$ cat config.mk
export PLATFORM = sky130hd
export DESIGN_NAME = led_code_scheduler
export DESIGN_NICKNAME = d
export VERILOG_FILES = /design/src/rtl/led_pkg.sv /design/src/rtl/led_tick_gen.sv /design/src/rtl/led_code_scheduler.sv
export SDC_FILE = /design/constraint.sdc
export NUM_CORES = 1
export LEC_CHECK = 0
export ABC_AREA = 0
export CORE_UTILIZATION = 35
export CTS_BUF_LIST = sky130_fd_sc_hd__clkbuf_8
export CTS_CLUSTER_DIAMETER = 60
export DETAILED_ROUTE_END_ITERATION = 10
export PLACE_DENSITY_LB_ADDON = 0.08
export SYNTH_ARGS = -nofsm -noshare
export SYNTH_HDL_FRONTEND = slang
export SYNTH_SLANG_ARGS = --single-unit
$ cat constraint.sdc
create_clock -name clk -period 2.35 [get_ports clk]
set_input_delay 0.47 -clock clk [delete_from_list [all_inputs] [get_ports clk]]
set_output_delay 0.47 -clock clk [all_outputs]
set_load 0.02 [all_outputs]
$ cat src/rtl/led_pkg.sv
// led_pkg
//   Shared types and constants for the LED blink-code scheduler.
//   state_t : scheduler FSM states
//   CODE_W  : width of one requester's blink count
//   max3    : helper used to size the per-state tick counter
package led_pkg;

  localparam int CODE_W = 4;

  typedef enum logic [1:0] {
    IDLE = 2'd0,
    ON   = 2'd1,
    OFF  = 2'd2,
    GAP  = 2'd3
  } state_t;

  function automatic int max3(input int a, input int b, input int c);
    int m;
    m = a;
    if (b > m) m = b;
    if (c > m) m = c;
    return m;
  endfunction

endpackage

$ cat src/rtl/led_tick_gen.sv
// led_tick_gen
//   Prescaler that turns the clk into a slow tick for the blink timing.
//   Counts 0..TICK_DIV-1 while run is high and pulses tick on the last
//   count. While run is low the count is held at zero, so each new run
//   starts a full TICK_DIV period.
// Ports
//   clk   in  clock
//   reset in  synchronous, active-high reset
//   run   in  enable counting
//   tick  out one-cycle pulse every TICK_DIV cycles while running
module led_tick_gen #(
  parameter int TICK_DIV = 10**7
) (
  input  logic clk,
  input  logic reset,
  input  logic run,
  output logic tick
);

  localparam int CNT_W = (TICK_DIV > 1) ? $clog2(TICK_DIV) : 1;
  localparam logic [CNT_W-1:0] LAST = CNT_W'(TICK_DIV - 1);

  logic [CNT_W-1:0] cnt;

  always_ff @(posedge clk) begin
    if (reset || !run) begin
      cnt <= '0;
    end else if (cnt == LAST) begin
      cnt <= '0;
    end else begin
      cnt <= cnt + CNT_W'(1);
    end
  end

  assign tick = run && (cnt == LAST);

endmodule

$ cat src/rtl/led_code_scheduler.sv
// led_code_scheduler
//   Shares one PCB LED between NREQ requesters. Each requester asks for a
//   blink code (1..15 blinks); the scheduler grants round-robin, plays
//   code blinks of ON_TICKS lit / OFF_TICKS dark, then GAP_TICKS dark,
//   then pulses done. Dropping sys_en aborts the current sequence.
// Ports
//   clk    in  clock
//   reset  in  synchronous, active-high reset
//   sys_en in  enables scheduling; low aborts any sequence
//   req    in  [NREQ]          per-requester blink request (level)
//   code   in  [NREQ][CODE_W]  per-requester blink count, 0 = ignored
//   led    out LED drive, high = lit
//   grant  out [NREQ] one-hot owner of the playing code
//   busy   out high whenever not IDLE
//   done   out one-cycle pulse when a code completes normally
module led_code_scheduler
  import led_pkg::*;
#(
  parameter int NREQ      = 4,
  parameter int TICK_DIV  = 10**7,
  parameter int ON_TICKS  = 2,
  parameter int OFF_TICKS = 2,
  parameter int GAP_TICKS = 4
) (
  input  logic                         clk,
  input  logic                         reset,
  input  logic                         sys_en,
  input  logic [NREQ-1:0]              req,
  input  logic [NREQ-1:0][CODE_W-1:0]  code,
  output logic                         led,
  output logic [NREQ-1:0]              grant,
  output logic                         busy,
  output logic                         done
);

  localparam int IDX_W     = (NREQ > 1) ? $clog2(NREQ) : 1;
  localparam int MAX_TICKS = max3(ON_TICKS, OFF_TICKS, GAP_TICKS);
  localparam int TCNT_W    = $clog2(MAX_TICKS + 1);

  localparam logic [TCNT_W-1:0] ON_LAST  = TCNT_W'(ON_TICKS - 1);
  localparam logic [TCNT_W-1:0] OFF_LAST = TCNT_W'(OFF_TICKS - 1);
  localparam logic [TCNT_W-1:0] GAP_LAST = TCNT_W'(GAP_TICKS - 1);

  state_t              state, state_n;
  logic [CODE_W-1:0]   remaining, remaining_n;
  logic [TCNT_W-1:0]   tick_cnt, tick_cnt_n;
  logic [IDX_W-1:0]    last_granted, last_granted_n;
  logic [NREQ-1:0]     grant_n;
  logic                led_n, busy_n, done_n;
  logic                tick;
  logic                found;
  logic [IDX_W-1:0]    sel;
  logic [CODE_W-1:0]   remaining_dec;

  // The prescaler runs off the registered busy flag, so it is held at zero
  // through the mandatory IDLE cycle and every sequence starts in phase.
  led_tick_gen #(
    .TICK_DIV (TICK_DIV)
  ) u_tick_gen (
    .clk   (clk),
    .reset (reset),
    .run   (busy),
    .tick  (tick)
  );

  // Round-robin search beginning just after the last owner; requesters
  // with a zero code never qualify.
  always_comb begin
    found = 1'b0;
    sel   = last_granted;
    for (int k = 1; k <= NREQ; k++) begin
      if (!found && req[(int'(last_granted) + k) % NREQ] &&
          (code[(int'(last_granted) + k) % NREQ] != '0)) begin
        found = 1'b1;
        sel   = IDX_W'((int'(last_granted) + k) % NREQ);
      end
    end
  end

  assign remaining_dec = remaining - CODE_W'(1);

  // Next-state logic. Outputs are derived from the next state so that they
  // can be registered alongside it and line up with the state they reflect.
  always_comb begin
    state_n        = state;
    remaining_n    = remaining;
    tick_cnt_n     = tick_cnt;
    last_granted_n = last_granted;
    grant_n        = grant;
    done_n         = 1'b0;

    case (state)
      IDLE: begin
        if (sys_en && found) begin
          state_n        = ON;
          remaining_n    = code[sel];
          last_granted_n = sel;
          grant_n        = '0;
          grant_n[sel]   = 1'b1;
          tick_cnt_n     = '0;
        end
      end
      ON: begin
        if (tick) begin
          if (tick_cnt == ON_LAST) begin
            state_n    = OFF;
            tick_cnt_n = '0;
          end else begin
            tick_cnt_n = tick_cnt + TCNT_W'(1);
          end
        end
      end
      OFF: begin
        if (tick) begin
          if (tick_cnt == OFF_LAST) begin
            remaining_n = remaining_dec;
            tick_cnt_n  = '0;
            state_n     = (remaining_dec != '0) ? ON : GAP;
          end else begin
            tick_cnt_n = tick_cnt + TCNT_W'(1);
          end
        end
      end
      GAP: begin
        if (tick) begin
          if (tick_cnt == GAP_LAST) begin
            state_n    = IDLE;
            tick_cnt_n = '0;
            grant_n    = '0;
            done_n     = 1'b1;
          end else begin
            tick_cnt_n = tick_cnt + TCNT_W'(1);
          end
        end
      end
      default: begin
        state_n    = IDLE;
        tick_cnt_n = '0;
        grant_n    = '0;
      end
    endcase

    // An abort keeps last_granted so the aborted requester loses its turn.
    if (!sys_en && (state != IDLE)) begin
      state_n    = IDLE;
      tick_cnt_n = '0;
      grant_n    = '0;
      done_n     = 1'b0;
    end

    led_n  = (state_n == ON);
    busy_n = (state_n != IDLE);
  end

  always_ff @(posedge clk) begin
    if (reset) begin
      state        <= IDLE;
      remaining    <= '0;
      tick_cnt     <= '0;
      last_granted <= IDX_W'(NREQ - 1);
      grant        <= '0;
      led          <= 1'b0;
      busy         <= 1'b0;
      done         <= 1'b0;
    end else begin
      state        <= state_n;
      remaining    <= remaining_n;
      tick_cnt     <= tick_cnt_n;
      last_granted <= last_granted_n;
      grant        <= grant_n;
      led          <= led_n;
      busy         <= busy_n;
      done         <= done_n;
    end
  end

endmodule

==> results.sh <==
export IMPL_setup_viol=0
export IMPL_startpoint_type="input port"
export IMPL_dr_wl_met3_um=102
export IMPL_fmax_mhz=431
export IMPL_ant_nets=0
export IMPL_grt_usage=0.165
export IMPL_drv_cap=0
export IMPL_clk_latency_ns=0.30
export IMPL_drive_gt1_frac=0.234
export IMPL_stdcell_count=451
export IMPL_portBuffers=29
export IMPL_detail_route_drc_violations=0
export IMPL_slowest_stage="o41a_1"
export IMPL_timing_hold_ws_ns=0.480
export IMPL_critPathMaxFanout=8
export IMPL_fp_dieW_um=87.3
export IMPL_most_common_layout_cells="42 x dfxtp_1, 38 x nor2_1, 38 x buf_4, 19 x nand2_1, 18 x clkdlybuf4s50_1"
export IMPL_ys_types=64
export IMPL_diodes=0
export IMPL_route_met2_wl_um=2590
export IMPL_fill_cells=701
export IMPL_clkSinkCount=42
export IMPL_wl_met1_um=3230
export IMPL_finalCritPeriodShare=0.987
export IMPL_dieHeight_um=87.3
export IMPL_firstDrtPassIters=4
export IMPL_p_leak_nw=1.32
export IMPL_via_count=2237
export IMPL_grt_pass1_wl_um=9780
export IMPL_seq_area_frac_synth=0.331
export IMPL_worstHoldPathType="reg -> reg"
export IMPL_crit_arrival_ns=2.55
export IMPL_routedWlPerCell_um=13.3
export IMPL_dp_cells=439
export IMPL_required_ns=2.59
export IMPL_antenna_found_initial=0
export IMPL_routed_wl_um=5980
export IMPL_place_hpwl_um=4580
export IMPL_synth_edf_count=0
export IMPL_cp_top_family="compound AO/OA/AOI/OAI gates"
export IMPL_nNetsFinal=388
export IMPL_path_buf_inv=2
export IMPL_ir_worst_vdd_mv=0.266
export IMPL_drt_iter0_drc=61
export IMPL_design_area_um2=3380
export IMPL_viasPerCell=4.96
export IMPL_grt_max_degree=25
export IMPL_tightest_slew_ns=0.364
export IMPL_clockBufferDepth=2
export IMPL_rsz0062_at_grt="yes"
export IMPL_timing_hold_violations_final=0
export IMPL_ys_ff_latch=42
export IMPL_critPathKind="in -> reg"
export IMPL_max_stage_delay_ns=0.51
export IMPL_top_layer="met4"
export IMPL_die_area_um2=7610
export IMPL_gp_congestion=0.791
export IMPL_yosys_most_used_dff="dfxtp_1"
export IMPL_cts_clk_slew_worst_paths_ns=0.09
export IMPL_p_per_area_nw_per_um2=499
export IMPL_r2r_slack_ns=0.10
export IMPL_syn_to_final_growth_pct=32.8
export IMPL_worst_setup_path_end_kind="flip-flop"
export IMPL_dpl_cell_area_um2=3180
export IMPL_syn_inst=288
export IMPL_clock_root_buffer="clkbuf_8"
export IMPL_final_common_cell="dfxtp_1"
export IMPL_status="complete, no violations"
export IMPL_cts_buffers=5
export IMPL_grt_overflow_total=0
export IMPL_slew_violations=0
export IMPL_min_period_ns=2.32
export IMPL_cts_tree="built"
export IMPL_num_rows=30
export IMPL_fin_skew_ns=0.00665
export IMPL_netlist_area_um2=2540
export IMPL_ys_warn_count=0
export IMPL_syn_nets=322
export IMPL_initial_core_util=0.368
export IMPL_htree_levels=2
export IMPL_grt_pass1_vias=2034
export IMPL_path_cells="clkdlybuf4s50_1 -> o41a_1 -> o221ai_2 -> o21ai_4 -> buf_4 -> or4_4 -> a21oi_2"
export IMPL_maxSlewHeadroom=0.754
export IMPL_async_flop_share=0
export IMPL_ios=30
export IMPL_core_area_um2=6910
export IMPL_syn_avg_cell_area_um2=8.83
==> per-layer routing <==
layer	GRT usage	up-vias
met5	0	-
met2	0.238	21
met3	0.0341	4
li1	-	1176
met1	0.245	1036
met4	0.0522	0
==> synth_stat cells, types with 6 or more instances <==
cell type	number	area share
nand3_1	10	0.020
ha_1	11	0.054
mux2i_1	7	0.028
a21oi_1	9	0.018
xor2_1	10	0.034
and3_1	8	0.020
o21ai_0	6	0.012
nand2_1	19	0.028
inv_1	17	0.025
xnor2_1	12	0.041
dfxtp_1	42	0.33
nor2_1	38	0.056
==> registers in the layout, indices dropped and copies added (netlist names) <==
signal / count
u_tick_gen.cnt: 24
busy: 1
state: 2
remaining: 4
grant: 4
tick_cnt: 3
led: 1
done: 1
last_granted: 2
==> power by group <==
part	total, mW	leakage, nW	switching (mW)	internal, mW
clock	0.476	0.0483	0.266	0.210
combinational	0.443	0.935	0.210	0.233
sequential	0.768	0.341	0.0281	0.740
total	1.69	1.32	0.505	1.18
==> area by class of cell <==
| cell class | count | area [um2] | area share |
|---|---|---|---|
| flip-flops and latches | 42 | 841 | 0.249 |
| inverters | 17 | 63.8 | 0.0189 |
| well taps | 96 | 120 | 0.0356 |
| clock inverters | 3 | 18.8 | 0.00556 |
| clock buffers | 5 | 68.8 | 0.0204 |
| repair buffers | 69 | 632 | 0.187 |
| multi-input cells | 219 | 1630 | 0.484 |
==> metrics by stage <==
stage / utilization / setup slack [ns] / TNS, ns / power (mW)
2_1_floorplan: - / 0.205 / 0 / 1.03
3_3_place_gp: 0.460 / -0.340 / -4.12 / 1.20
3_5_place_dp: 0.460 / -0.373 / -4.47 / 1.19
4_1_cts: 0.479 / -0.0190 / -0.0380 / 1.70
5_1_grt: 0.489 / -0.0218 / -0.0248 / 1.80
6_report: 0.489 / 0.0307 / 0 / 1.69
==> kinds of logic after synthesis <==
kind of cell,after synthesis,share of synthesized area
AND/OR/NAND/NOR,121,0.264
flip-flops,42,0.331
XOR/XNOR,22,0.0757
multiplexers,10,0.0408
AO/OA/AOI/OAI,55,0.182
adder cells (fa/ha/maj),11,0.0541
buffers and inverters,27,0.0531
==> worst reg2reg max path: stages (launching register included) <==
cell	delay [ns]
dfxtp_1	0.36
ha_1	0.21
and4bb_2	0.28
nand4_4	0.10
or4_1	0.47
and3_1	0.19
or3_4	0.35
a211oi_2	0.20
==> repair_timing <==
action	CTS	global route
resized for setup	10	18
hold buffers	0	0
pin swaps	8	14
endpoints found under the setup margin	5	13
setup buffers	2	2
==> worst paths after layout <==
check | from | endpoint | cells past startpoint
worst min register to register | grant[2]$_SDFFE_PP0P_ | grant[2]$_SDFFE_PP0P_ | 2
worst max-delay path | code[8] | grant[1]$_SDFFE_PP0P_ | 7
worst max register to register | u_tick_gen.cnt[1]$_SDFF_PP0_ | led$_SDFF_PP0_ | 7
worst min-delay path | grant[2]$_SDFFE_PP0P_ | grant[2]$_SDFFE_PP0P_ | 2
(Power assumes the default switching activity.)
